===== src/rtl/cic_dec_rt_if.sv =====
// Handshake and data bundle for the runtime-rate CIC decimator.
// Master drives samples and controls; slave returns filter outputs.
interface cic_dec_rt_if #(
    parameter int BIN  = 10,
    parameter int COUT = 16,
    parameter int BOUT = 28,
    parameter int RW   = 7,
    parameter int SW   = 4
);
    logic            din_vld;
    logic [BIN-1:0]  din;
    logic [RW-1:0]   dec_rate;
    logic            rate_load;
    logic [SW-1:0]   cut_sh;
    logic [BOUT-1:0] dout;
    logic [COUT-1:0] dout_cut;
    logic            dval;
    logic            busy;

    modport master (
        output din_vld, din, dec_rate, rate_load, cut_sh,
        input  dout, dout_cut, dval, busy
    );

    modport slave (
        input  din_vld, din, dec_rate, rate_load, cut_sh,
        output dout, dout_cut, dval, busy
    );
endinterface


===== src/rtl/cic_dec_rt.sv =====
// CIC decimator, runtime rate, single shared comb subtractor.
// Define CIC_DEC_ROUND_EN for round-half-up on dout_cut (else truncation).
module cic_dec_rt #(
    parameter int RMAX = 64,
    parameter int M    = 1,
    parameter int N    = 3,
    parameter int BIN  = 10,
    parameter int COUT = 16,
    parameter int BOUT = 28
) (
    input logic        clk,
    input logic        rst_n,
    cic_dec_rt_if.slave bus
);
    localparam int RW  = $clog2(RMAX + 1);
    localparam int SW  = $clog2(BOUT - COUT + 1);
    localparam int RLO = (N + 1 > 2) ? N + 1 : 2;
    localparam int KW  = (N > 1) ? $clog2(N) : 1;
    localparam int CW  = BOUT - COUT;

    typedef enum logic [1:0] {IDLE, COMB, OUT} state_t;

    logic [BOUT-1:0] integ [N];
    logic [BOUT-1:0] isum  [N];
    logic [BOUT-1:0] dly   [N][M];
    logic [BOUT-1:0] acc;
    logic [RW-1:0]   rate;
    logic [RW-1:0]   cnt;
    logic [RW-1:0]   rate_cl;
    logic [KW-1:0]   stg;
    logic [SW-1:0]   s_cl;
    logic [SW-1:0]   sh;
    logic [COUT-1:0] win;
    logic [COUT-1:0] cut_nxt;
    logic            take;
    logic            cap;
    state_t          state;

    // Integrator chain sees the current sample, so the capture includes it.
    always_comb begin
        isum[0] = integ[0] + {{(BOUT-BIN){bus.din[BIN-1]}}, bus.din};
        for (int k = 1; k < N; k++) begin
            isum[k] = integ[k] + isum[k-1];
        end
    end

    always_comb begin
        if (bus.dec_rate < RW'(RLO)) begin
            rate_cl = RW'(RLO);
        end else if (bus.dec_rate > RW'(RMAX)) begin
            rate_cl = RW'(RMAX);
        end else begin
            rate_cl = bus.dec_rate;
        end
    end

    assign take = bus.din_vld && !bus.rate_load;
    assign cap  = take && (cnt == rate - 1'b1);

    always_comb begin
        s_cl = (bus.cut_sh > SW'(CW)) ? SW'(CW) : bus.cut_sh;
        sh   = SW'(CW) - s_cl;
        win  = COUT'(acc >> sh);
    end

`ifdef CIC_DEC_ROUND_EN
    logic rb;
    always_comb begin
        rb = (sh != '0) & 1'(acc >> (sh - 1'b1));
        if (rb && win != {1'b0, {(COUT-1){1'b1}}}) begin
            cut_nxt = win + 1'b1;
        end else begin
            cut_nxt = win;
        end
    end
`else
    always_comb begin
        cut_nxt = win;
    end
`endif

    always_ff @(posedge clk or negedge rst_n) begin
        if (!rst_n) begin
            rate <= RW'(RMAX);
            cnt  <= '0;
            for (int k = 0; k < N; k++) begin
                integ[k] <= '0;
            end
        end else if (bus.rate_load) begin
            rate <= rate_cl;
            cnt  <= '0;
            for (int k = 0; k < N; k++) begin
                integ[k] <= '0;
            end
        end else if (take) begin
            cnt <= cap ? '0 : cnt + 1'b1;
            for (int k = 0; k < N; k++) begin
                integ[k] <= isum[k];
            end
        end
    end

    // A capture may land on the OUT cycle; OUT still emits, capture restarts.
    always_ff @(posedge clk or negedge rst_n) begin
        if (!rst_n) begin
            state        <= IDLE;
            acc          <= '0;
            stg          <= '0;
            bus.dout     <= '0;
            bus.dout_cut <= '0;
            bus.dval     <= 1'b0;
            for (int k = 0; k < N; k++) begin
                for (int j = 0; j < M; j++) begin
                    dly[k][j] <= '0;
                end
            end
        end else begin
            bus.dval <= 1'b0;
            if (bus.rate_load) begin
                state <= IDLE;
                acc   <= '0;
                stg   <= '0;
                for (int k = 0; k < N; k++) begin
                    for (int j = 0; j < M; j++) begin
                        dly[k][j] <= '0;
                    end
                end
            end else begin
                unique case (state)
                    COMB: begin
                        acc         <= acc - dly[stg][M-1];
                        dly[stg][0] <= acc;
                        for (int j = M - 1; j > 0; j--) begin
                            dly[stg][j] <= dly[stg][j-1];
                        end
                        stg <= stg + 1'b1;
                        if (stg == KW'(N - 1)) begin
                            state <= OUT;
                        end
                    end
                    OUT: begin
                        bus.dout     <= acc;
                        bus.dout_cut <= cut_nxt;
                        bus.dval     <= 1'b1;
                        state        <= IDLE;
                    end
                    default: begin
                    end
                endcase
                if (cap) begin
                    state <= COMB;
                    acc   <= isum[N-1];
                    stg   <= '0;
                end
            end
        end
    end

    assign bus.busy = (state != IDLE);
endmodule


===== src/flat_wrapper.sv =====
// flat-port wrapper written by rule: the top's interface ports become plain ports
module cic_dec_rt_flat 
#(
    parameter int RMAX = 64,
    parameter int M    = 1,
    parameter int N    = 3,
    parameter int BIN  = 10,
    parameter int COUT = 16,
    parameter int BOUT = 28
)
  (clk, rst_n, bus_din_vld, bus_din, bus_dec_rate, bus_rate_load, bus_cut_sh, bus_dout, bus_dout_cut, bus_dval, bus_busy);
  cic_dec_rt_if #(.BIN(BIN), .COUT(COUT), .BOUT(BOUT), .RW((7)), .SW((4))) bus_i ();
  input logic clk;
  input logic rst_n;
  input wire logic [$bits(bus_i.din_vld)-1:0] bus_din_vld;
  input wire logic [$bits(bus_i.din)-1:0] bus_din;
  input wire logic [$bits(bus_i.dec_rate)-1:0] bus_dec_rate;
  input wire logic [$bits(bus_i.rate_load)-1:0] bus_rate_load;
  input wire logic [$bits(bus_i.cut_sh)-1:0] bus_cut_sh;
  output wire logic [$bits(bus_i.dout)-1:0] bus_dout;
  output wire logic [$bits(bus_i.dout_cut)-1:0] bus_dout_cut;
  output wire logic [$bits(bus_i.dval)-1:0] bus_dval;
  output wire logic [$bits(bus_i.busy)-1:0] bus_busy;
  assign bus_i.din_vld = bus_din_vld;
  assign bus_i.din = bus_din;
  assign bus_i.dec_rate = bus_dec_rate;
  assign bus_i.rate_load = bus_rate_load;
  assign bus_i.cut_sh = bus_cut_sh;
  assign bus_dout = bus_i.dout;
  assign bus_dout_cut = bus_i.dout_cut;
  assign bus_dval = bus_i.dval;
  assign bus_busy = bus_i.busy;
  cic_dec_rt #(.RMAX(RMAX), .M(M), .N(N), .BIN(BIN), .COUT(COUT), .BOUT(BOUT)) u_core (.clk(clk), .rst_n(rst_n), .bus(bus_i));
endmodule

===== config.mk =====
export PLATFORM = sky130hd
export DESIGN_NAME = cic_dec_rt_flat
export DESIGN_NICKNAME = d
export VERILOG_FILES = /design/src/rtl/cic_dec_rt_if.sv /design/src/rtl/cic_dec_rt.sv /design/src/flat_wrapper.sv
export SDC_FILE = /design/constraint.sdc
export NUM_CORES = 1
export LEC_CHECK = 0
export CAP_MARGIN = 20
export CORE_MARGIN = 3
export CORE_UTILIZATION = 61
export CTS_BUF_LIST = sky130_fd_sc_hd__clkbuf_8
export DETAILED_ROUTE_END_ITERATION = 10
export GPL_TIMING_DRIVEN = 0
export PLACE_DENSITY = 0.88
export SLEW_MARGIN = 15
export SYNTH_ARGS = -nofsm -noshare
export SYNTH_HDL_FRONTEND = slang
export SYNTH_SLANG_ARGS = --single-unit
export TNS_END_PERCENT = 20

===== constraint.sdc =====
create_clock -name clk -period 15.2 [get_ports clk]
set_clock_uncertainty 0.1 [all_clocks]
set_input_delay 4.56 -clock clk [delete_from_list [all_inputs] [get_ports clk]]
set_output_delay 4.56 -clock clk [all_outputs]
set_load 0.005 [all_outputs]

==> Implementation_results.wiki <==
{| class="wikitable"
! Metric !! Value
|-
| Final setup violation count || 0
|-
| Total power per unit cell area || 163 mW/mm^2
|-
| Number of buffers added for setup after CTS || 0
|-
| Critical-path maximum fanout || 19
|-
| Aggregate global-route resource usage || 31.5%
|-
| Number of DRC markers after the initial detailed-route iteration || 1283
|-
| DR vias/cell || 6.06
|-
| Clock network fraction of design power || 20.5%
|-
| Startpoint of the worst-slack reg-to-reg timing path || u_core.integ[56]$_DFFE_PN0P_
|-
| Worst Setup Slack, final || about 3.8 ns
|-
| Post-route fraction of the period consumed by the critical path || 74.8%
|-
| IO Count || 71
|-
| Synth area leaders || sky130_fd_sc_hd__dfrtp_1, sky130_fd_sc_hd__nand2_1, sky130_fd_sc_hd__ha_1
|-
| Die width || 175 um
|-
| Net switching power || 1.37 mW
|-
| Critical path capture point type || flip-flop
|-
| Commonest cells after routing, fill and taps aside || sky130_fd_sc_hd__nand2_1, sky130_fd_sc_hd__dfrtp_1, sky130_fd_sc_hd__a21oi_1
|-
| Layout cells sized above 1 || 5.44%
|-
| Unrepaired setup endpoints after global routing || no
|-
| Global-route wire length before repair || 78.7 mm
|-
| Proportion of netlist area held by the largest area contributor || about 37%
|-
| Outcome || completed
|-
| Number of design rule violations left after detail routing || 0
|-
| Cell type of the slowest stage on the worst timing path || sky130_fd_sc_hd__clkdlybuf4s50_1
|-
| Deepest clock path buffer count || 3
|-
| Worst Min Path Start || u_core.bus.dout_cut[15]$_DFFE_PN0P_
|-
| Cell type with the highest aggregate area in the netlist || sky130_fd_sc_hd__dfrtp_1
|-
| DR vias || 15600
|-
| Number of violations of the max-capacitance limit || 0
|-
| Effective utilization at floorplan || 62.3%
|-
| Count of flip-flops with a built-in enable after synthesis || 0
|-
| Die height || 175 um
|-
| Avg Synthesized Cell Area || 8.55 sq um
|-
| Synth Register Bits || between 200 and 300
|-
| Worst hold path endpoint || u_core.bus.dout_cut[15]$_DFFE_PN0P_
|-
| Number of nets with antenna violations after routing || 0
|-
| Net count reported at finish || between 2000 and 2500
|-
| Number of cells traversed by the worst hold path || 1
|-
| Clock-pin slew reported for the worst setup and hold paths after clock tree synthesis || around 0.060 ns
|-
| Most common cell after layout, fill and taps aside || sky130_fd_sc_hd__nand2_1
|-
| Sequential element share of the synthesized area || between 30% and 40%
|-
| Vias in the first global route || between 15000 and 20000
|-
| Comb power frac || approximately 54%
|-
| Element type at the critical path start || primary input
|-
| Post-synthesis instance total || just over 2000
|-
| Distinct cells, synth || 80
|-
| Weighted congestion at the end of routability-driven global placement || 0.954
|-
| Arrival time of the worst setup path || 11.73 ns
|-
| Count of hold buffers inserted by post-cts repair || 0
|-
| Pint || 1.82 mW
|-
| Share of power burned in registers || 25.7%
|-
| Setup total negative slack || 0 ns
|-
| Max incr delay on CP || 0.89 ns
|-
| Max rail drop VDD || 0.130 mV
|-
| Placeable core region || 0.0279 sq mm
|-
| Root Buffer Master || sky130_fd_sc_hd__clkbuf_8
|-
| Net Sw Frac || 42.9%
|-
| Clk_lat worst skew || approximately 0.6 ns
|-
| Total nets after synthesis || 2178
|-
| Share of synthesized registers carrying an async set or reset || 100%
|-
| Ys Warns || 0
|-
| Pin count of the biggest net entering global routing || 81
|-
| Time the worst path needs with I/O delays and setup || about 11 ns
|-
| Detailed placement HPWL || 35.7 mm
|-
| Mapped Area || 0.0174 sq mm
|-
| Total congestion overflow after global routing || 0
|-
| Setup WS pre-CTS || 3.36 ns
|-
| Wire length reported by the detailed router || around 48 mm
|-
| R2R Setup Slk || 7.84 ns
|-
| Resize count post-CTS || 0
|-
| Die area || 0.0306 sq mm
|-
| Standard-cell row count || 61
|-
| Clock buffers created by TritonCTS || 45
|-
| CTS tree || done
|-
| Path depth of the worst reg2reg path || 27
|-
| Leakage power summed over all cells || 9.11 nW
|-
| Worst-Margin Slew || 1.11 ns
|-
| Worst Path Required || between 15 and 20 ns
|-
| Worst hold path type || flip-flop to flip-flop
|-
| Iteration count of the initial detailed-routing pass || 5
|-
| Count of H-tree levels built during CTS || 2
|-
| Peak clock frequency supported by timing || 87.9 MHz
|-
| Routed WL per cell || ~19 um
|-
| Worst slew margin relative to its limit || 25.7%
|-
| Number of buffers added on ports || 68
|-
| Category of the most critical setup path || primary input to flip-flop
|-
| Antenna violations before repair || 0
|-
| Antenna diodes || 0
|-
| Area growth syn-to-layout || 12.5%
|-
| Number of max-slew violations in the final report || 0
|-
| Clock sink count || ~260
|-
| FF-to-FF End || u_core.integ[27]$_DFFE_PN0P_
|-
| Most used cell, CP || sky130_fd_sc_hd__nor2_1
|-
| Most used DFF post-synth || sky130_fd_sc_hd__dfrtp_1
|-
| Hold Fails Final Rpt || 0
|}
==> power by group through the flow <==
stage          Combinational, mW  Clock (mW)  Sequential (mW)
2_1_floorplan               1.31           0            0.813
3_3_place_gp                1.61           0            0.824
3_5_place_dp                1.67           0            0.826
4_1_cts                     1.69       0.661            0.816
5_1_grt                     1.90       0.694            0.826
6_report                    1.72       0.653            0.818
==> synthesized netlist by cell type (5+ instances only) <==
master / n
sky130_fd_sc_hd__nand2_1: 408
sky130_fd_sc_hd__dfrtp_1: 258
sky130_fd_sc_hd__a21oi_1: 222
sky130_fd_sc_hd__nor2_1: 214
sky130_fd_sc_hd__mux2i_1: 143
sky130_fd_sc_hd__ha_1: 115
sky130_fd_sc_hd__o21ai_0: 77
sky130_fd_sc_hd__clkbuf_1: 75
sky130_fd_sc_hd__xnor2_1: 66
sky130_fd_sc_hd__a21o_1: 42
sky130_fd_sc_hd__xor2_1: 40
sky130_fd_sc_hd__inv_1: 36
sky130_fd_sc_hd__nand3_1: 27
sky130_fd_sc_hd__nor3_1: 23
sky130_fd_sc_hd__a211oi_1: 22
sky130_fd_sc_hd__buf_1: 18
sky130_fd_sc_hd__and3_1: 17
sky130_fd_sc_hd__nor2b_1: 17
sky130_fd_sc_hd__o21a_1: 17
sky130_fd_sc_hd__o211ai_1: 14
sky130_fd_sc_hd__and2_1: 11
sky130_fd_sc_hd__o31ai_1: 11
sky130_fd_sc_hd__a31oi_1: 9
sky130_fd_sc_hd__nand2b_1: 9
sky130_fd_sc_hd__or3_1: 9
sky130_fd_sc_hd__o21bai_1: 8
sky130_fd_sc_hd__a211o_1: 6
sky130_fd_sc_hd__a21boi_0: 5
sky130_fd_sc_hd__o22ai_1: 5
==> layer usage <==
| metal | vias up | track usage [%] | share of wire (%) |
|---|---|---|---|
| li1 | 7353 | - | - |
| met1 | 7362 | 37.0 | 40 |
| met4 | 0 | 18.2 | 6.3 |
| met3 | 183 | 4.69 | 6.3 |
| met5 | - | 0 | 0 |
| met2 | 655 | 54.9 | 48 |
==> worst max path at each step <==
| stage | cells after the start | slack (ns) | from | end |
|---|---|---|---|---|
| 4_1_cts | 28 | 3.93 | bus_din[0] | u_core.integ[27]$_DFFE_PN0P_ |
| 5_1_grt | 29 | 3.37 | bus_din[0] | u_core.integ[27]$_DFFE_PN0P_ |
| 3_5_place_dp | 28 | 3.36 | bus_din[0] | u_core.integ[27]$_DFFE_PN0P_ |
| 6_report | 27 | 3.83 | bus_din[9] | u_core.integ[27]$_DFFE_PN0P_ |
| 3_3_place_gp | 1 | -1.48 | rst_n | u_core.integ[82]$_DFFE_PN0P_ |
| 2_1_floorplan | 27 | 4.72 | bus_din[0] | u_core.integ[27]$_DFFE_PN0P_ |
==> kinds of logic after synthesis <==
group                      share of synthesized area [%]
and+or+nand+nor                                     18.3
AOI/OAI and AO/OA                                   18.4
DFF                                                 37.3
muxes                                               8.42
buffers and inverters                               3.26
adders and majority gates                           8.73
xor gates and xnor gates                            5.61
==> registers in the layout (all words and copies together) (netlist names) <==
signal	count
u_core.acc	28
u_core.bus.dout	28
u_core.rate	7
u_core.dly	84
u_core.cnt	7
u_core.integ	84
u_core.stg	2
u_core.bus.dval	1
u_core.bus.dout_cut	16
u_core.state	2
==> area by class of cell <==
cell class	instances	area, sq um
clock buffer	58	798
timing repair buffer	71	768
multi-input combinational	1638	10400
buffer	100	429
sequential	259	6480
inverter	37	139
tap	378	473
fill	2169	8370
clock inverter	25	125
==> per-stage QoR <==
stage                     util [%]  cells  cell area, sq um  total power [mW]  hold WS [ns]
after floorplan                  -   2034             17400              2.12         0.363
after global placement        66.4   2480             18600              2.43         0.358
after detailed placement      66.7   2483             18600              2.49         0.363
after CTS                     70.1   2566             19600              3.17         0.378
after global routing          70.1   2566             19600              3.42         0.394
final                         70.1   2566             19600              3.19         0.375
==> worst max-delay path, delay by kind of cell <==
| family | cells | cell delay [ns] |
|---|---|---|
| fa+ha+maj | 3 | 1.35 |
| compound gates | 7 | 2.04 |
| mux | 2 | 0.51 |
| xor+xnor | 2 | 0.32 |
| simple gates | 11 | 1.91 |
| buf+inv | 2 | 1.00 |
(Power assumes the default switching activity.)
==> RTL edit (same flow settings) <==
The 3 states of `state_t` get a one-hot encoding in 3 bits.
--- a/src/rtl/cic_dec_rt.sv
+++ b/src/rtl/cic_dec_rt.sv
@@ -19,5 +19,5 @@
     localparam int CW  = BOUT - COUT;
 
-    typedef enum logic [1:0] {IDLE, COMB, OUT} state_t;
+    typedef enum logic [2:0] {IDLE = 3'b001, COMB = 3'b010, OUT = 3'b100} state_t;
 
     logic [BOUT-1:0] integ [N];
Behaviour: no difference found for any inputs over 4 cycles, from zero or initial values and one cycle with rst_n low; so few cycles prove little.
==> RTL edit against the unedited design <==
Maximum frequency fell by 0.73%. Non-clock buffer count rose by 1. Setup slack got worse by 0.083 ns. Sequential cell count rose by 1. Core utilization rose by 1.2 points. Register-to-register slack improved by 0.08 ns. Area after synthesis fell by 1.0%. Total power fell by 2.2%. Largest power group unchanged. Via count rose by 2.7%. Design area fell by 0.49%. Die area fell by 1.0%. Routed wire length rose by 2.4%.
==> RTL edit: results (changes against the unedited design) <==
Critical path
  • Crit path max-delay cell type: clkdlybuf4s50_1
  • Worst-path fanout max: 23 (+4)
  • Crit path max-delay family: compound AO/OA/AOI/OAI gates
  • WP data arrival: 11.82 ns (+0.09 ns)
  • Worst path max stage delay: 0.95 ns (+0.06 ns)

Detailed routing
  • 1st-pass router iterations: 8 (+3)
  • Initial DRC count: 1379 (+7.5%)
  • DR vias/cell: 6.23 (+2.9%)
  • Routed len/inst: 19.3 µm (+2.6%)
  • Routed Antenna Nets: 0 (unchanged)

Synth
  • Ys Warns: 0 (unchanged)
  • Asr flop ratio synth: 100% (unchanged)
  • Top post-synthesis cells by count: nand2_1 (413), dfrtp_1 (258), a21oi_1 (227), nor2_1 (194), mux2i_1 (127)
  • Post-synthesis sequential area ratio: 37.8% (+0.55 points)
  • Avg Cell Area, Syn: 8.46 µm² (-1.0%)
  • Post-Syn Nets: 2178 (unchanged)
  • Distinct cells, synth: 67 (-16%)
  • Ranking of synthesized cells by area: dfrtp_1 (38%), nand2_1 (9.0%), ha_1 (8.4%), mux2i_1 (7.4%), a21oi_1 (6.6%)

Final layout
  • Layout fillers: 2130 (-1.8%)
  • Share of layout cells above drive strength 1: 4.20% (-1.2 points)
  • Fin cells: 2562 (-0.16%)
  • Largest registers: u_core.dly x84, u_core.integ x84
  • N_diodes: 0 (unchanged)
  • Final Net Count: 2298 (+0.087%)

CTS
  • Root Driver: clkbuf_8
  • Cts repair resizes: 0 (unchanged)
  • Clk slew on worst S/H paths: 0.06 ns (about the same)
  • Post-CTS setup buffers: 0 (unchanged)
  • Num CTS Buffers: 45 (unchanged)
  • Clock Tree Buf Depth: 3 (unchanged)
  • Clk Latency, worst-skew pair: a little under 0.6 ns
  • # H-tree levels: 2 (unchanged)

Place
  • Routability cong.: 0.966 (+1.2%)
  • Cell Area, Placed: 0.0185 mm² (-0.94%)
  • Placed cells: 2479 (-0.16%)
  • Number of port buffers: 70 (+2.9%)
  • Pre-CTS setup slack: 3.44 ns (+0.0884 ns)
  • Post-DP HPWL: 36.6 mm (+2.4%)

Global route
  • Initial antenna violation count: 0 (unchanged)
  • Vias in the first global route: 15.9k (-0.49%)
  • Global-route wire length before repair: 79.5 mm (+1.0%)
  • Largest net degree at the start of global routing: 83 (+2.5%)
  • Remaining global-route overflow: 0 (unchanged)
  • Gr usage total: 32.0% (+0.50 points)

Flow run
  • Max Cap Viol: 0 (unchanged)

Pwr
  • P_leak: 9.03 nW (-0.86%)
  • Worst IR Drop VDD: 0.000144 V (+11%)

Status
  • Status: finished clean

Min path
  • Hold WC Path Type: register to register

STA
  • Rel. slew slack: 31.8% (+6.1 points)
[RTL edit: cell types whose count changed after synthesis, sizes merged, moves of 6 or more]
cell / before / now
nor2: 214 / 194
a22o: 4 / 22
mux2i: 143 / 127
a311oi: 4 / 16
nand4: 2 / 13
o31ai: 12 / 3
xnor2: 66 / 75
xor2: 40 / 31
a211oi: 23 / 31
nand3: 27 / 34
o21a: 17 / 10
o21bai: 8 / 14
[RTL edit: area by class of cell]
cell class,count,area [µm²],share of cell area (%)
clock inverter,27,231,1.19
multi-input combinational,1632,10200,52.3
buffer,99,372,1.91
inverter,43,161,0.829
timing repair buffer,73,788,4.05
clock buffer,56,771,3.96
tap,372,465,2.39
sequential,260,6510,33.4
[RTL edit: power by group]
group | total [mW] | internal [mW] | switching, mW
logic | 1.59 | 0.630 | 0.963
registers | 0.810 | 0.764 | 0.0459
clock network | 0.714 | 0.403 | 0.311
[RTL edit: worst reg2reg max path, delay by kind of cell (launching register included)]
kind            cells  cell delay, ns
compound gates     16            4.13
fa+ha+maj           4            1.25
simple gates        4            0.70
xor+xnor            3            0.60
flops               1            0.38
[RTL edit: logic make-up (layout without fill, tap and decap cells)]
logic type               count (synthesis)  in the layout  synth area share [%]
XOR/XNOR                               107            107                  5.52
buffers and inverters                  142            298                  3.10
flip-flops                             260            260                  37.8
AND/OR/NAND/NOR                        751            751                  18.2
multiplexers                           129            129                  7.51
adder cells (fa/ha/maj)                119            119                  8.82
AO/OA/AOI/OAI                          526            526                  19.0
[RTL edit: layer usage]
metal	up-vias	track usage [%]	routed length, µm
met3	202	4.48	3370
met4	0	20.1	3110
li1	7403	-	-
met5	-	0	0
met2	767	54.5	23700
met1	7600	38.1	19300
[RTL edit: worst paths after layout]
| path | endpoint | startpoint | cells past startpoint | slack, ns |
|---|---|---|---|---|
| min in group asynchronous | u_core.bus.dout_cut[6] | rst_n | 1 | 3.77 |
| max reg2reg | u_core.acc[25] | u_core.integ[56] | 27 | 7.92 |
| max in group asynchronous | u_core.integ[81] | rst_n | 3 | 10.21 |
| max | u_core.acc[25] | bus_din[9] | 25 | 3.74 |
| min reg2reg | u_core.bus.dout[5] | u_core.bus.dout[5] | 2 | 0.37 |
| min | u_core.bus.dout[5] | u_core.bus.dout[5] | 2 | 0.37 |
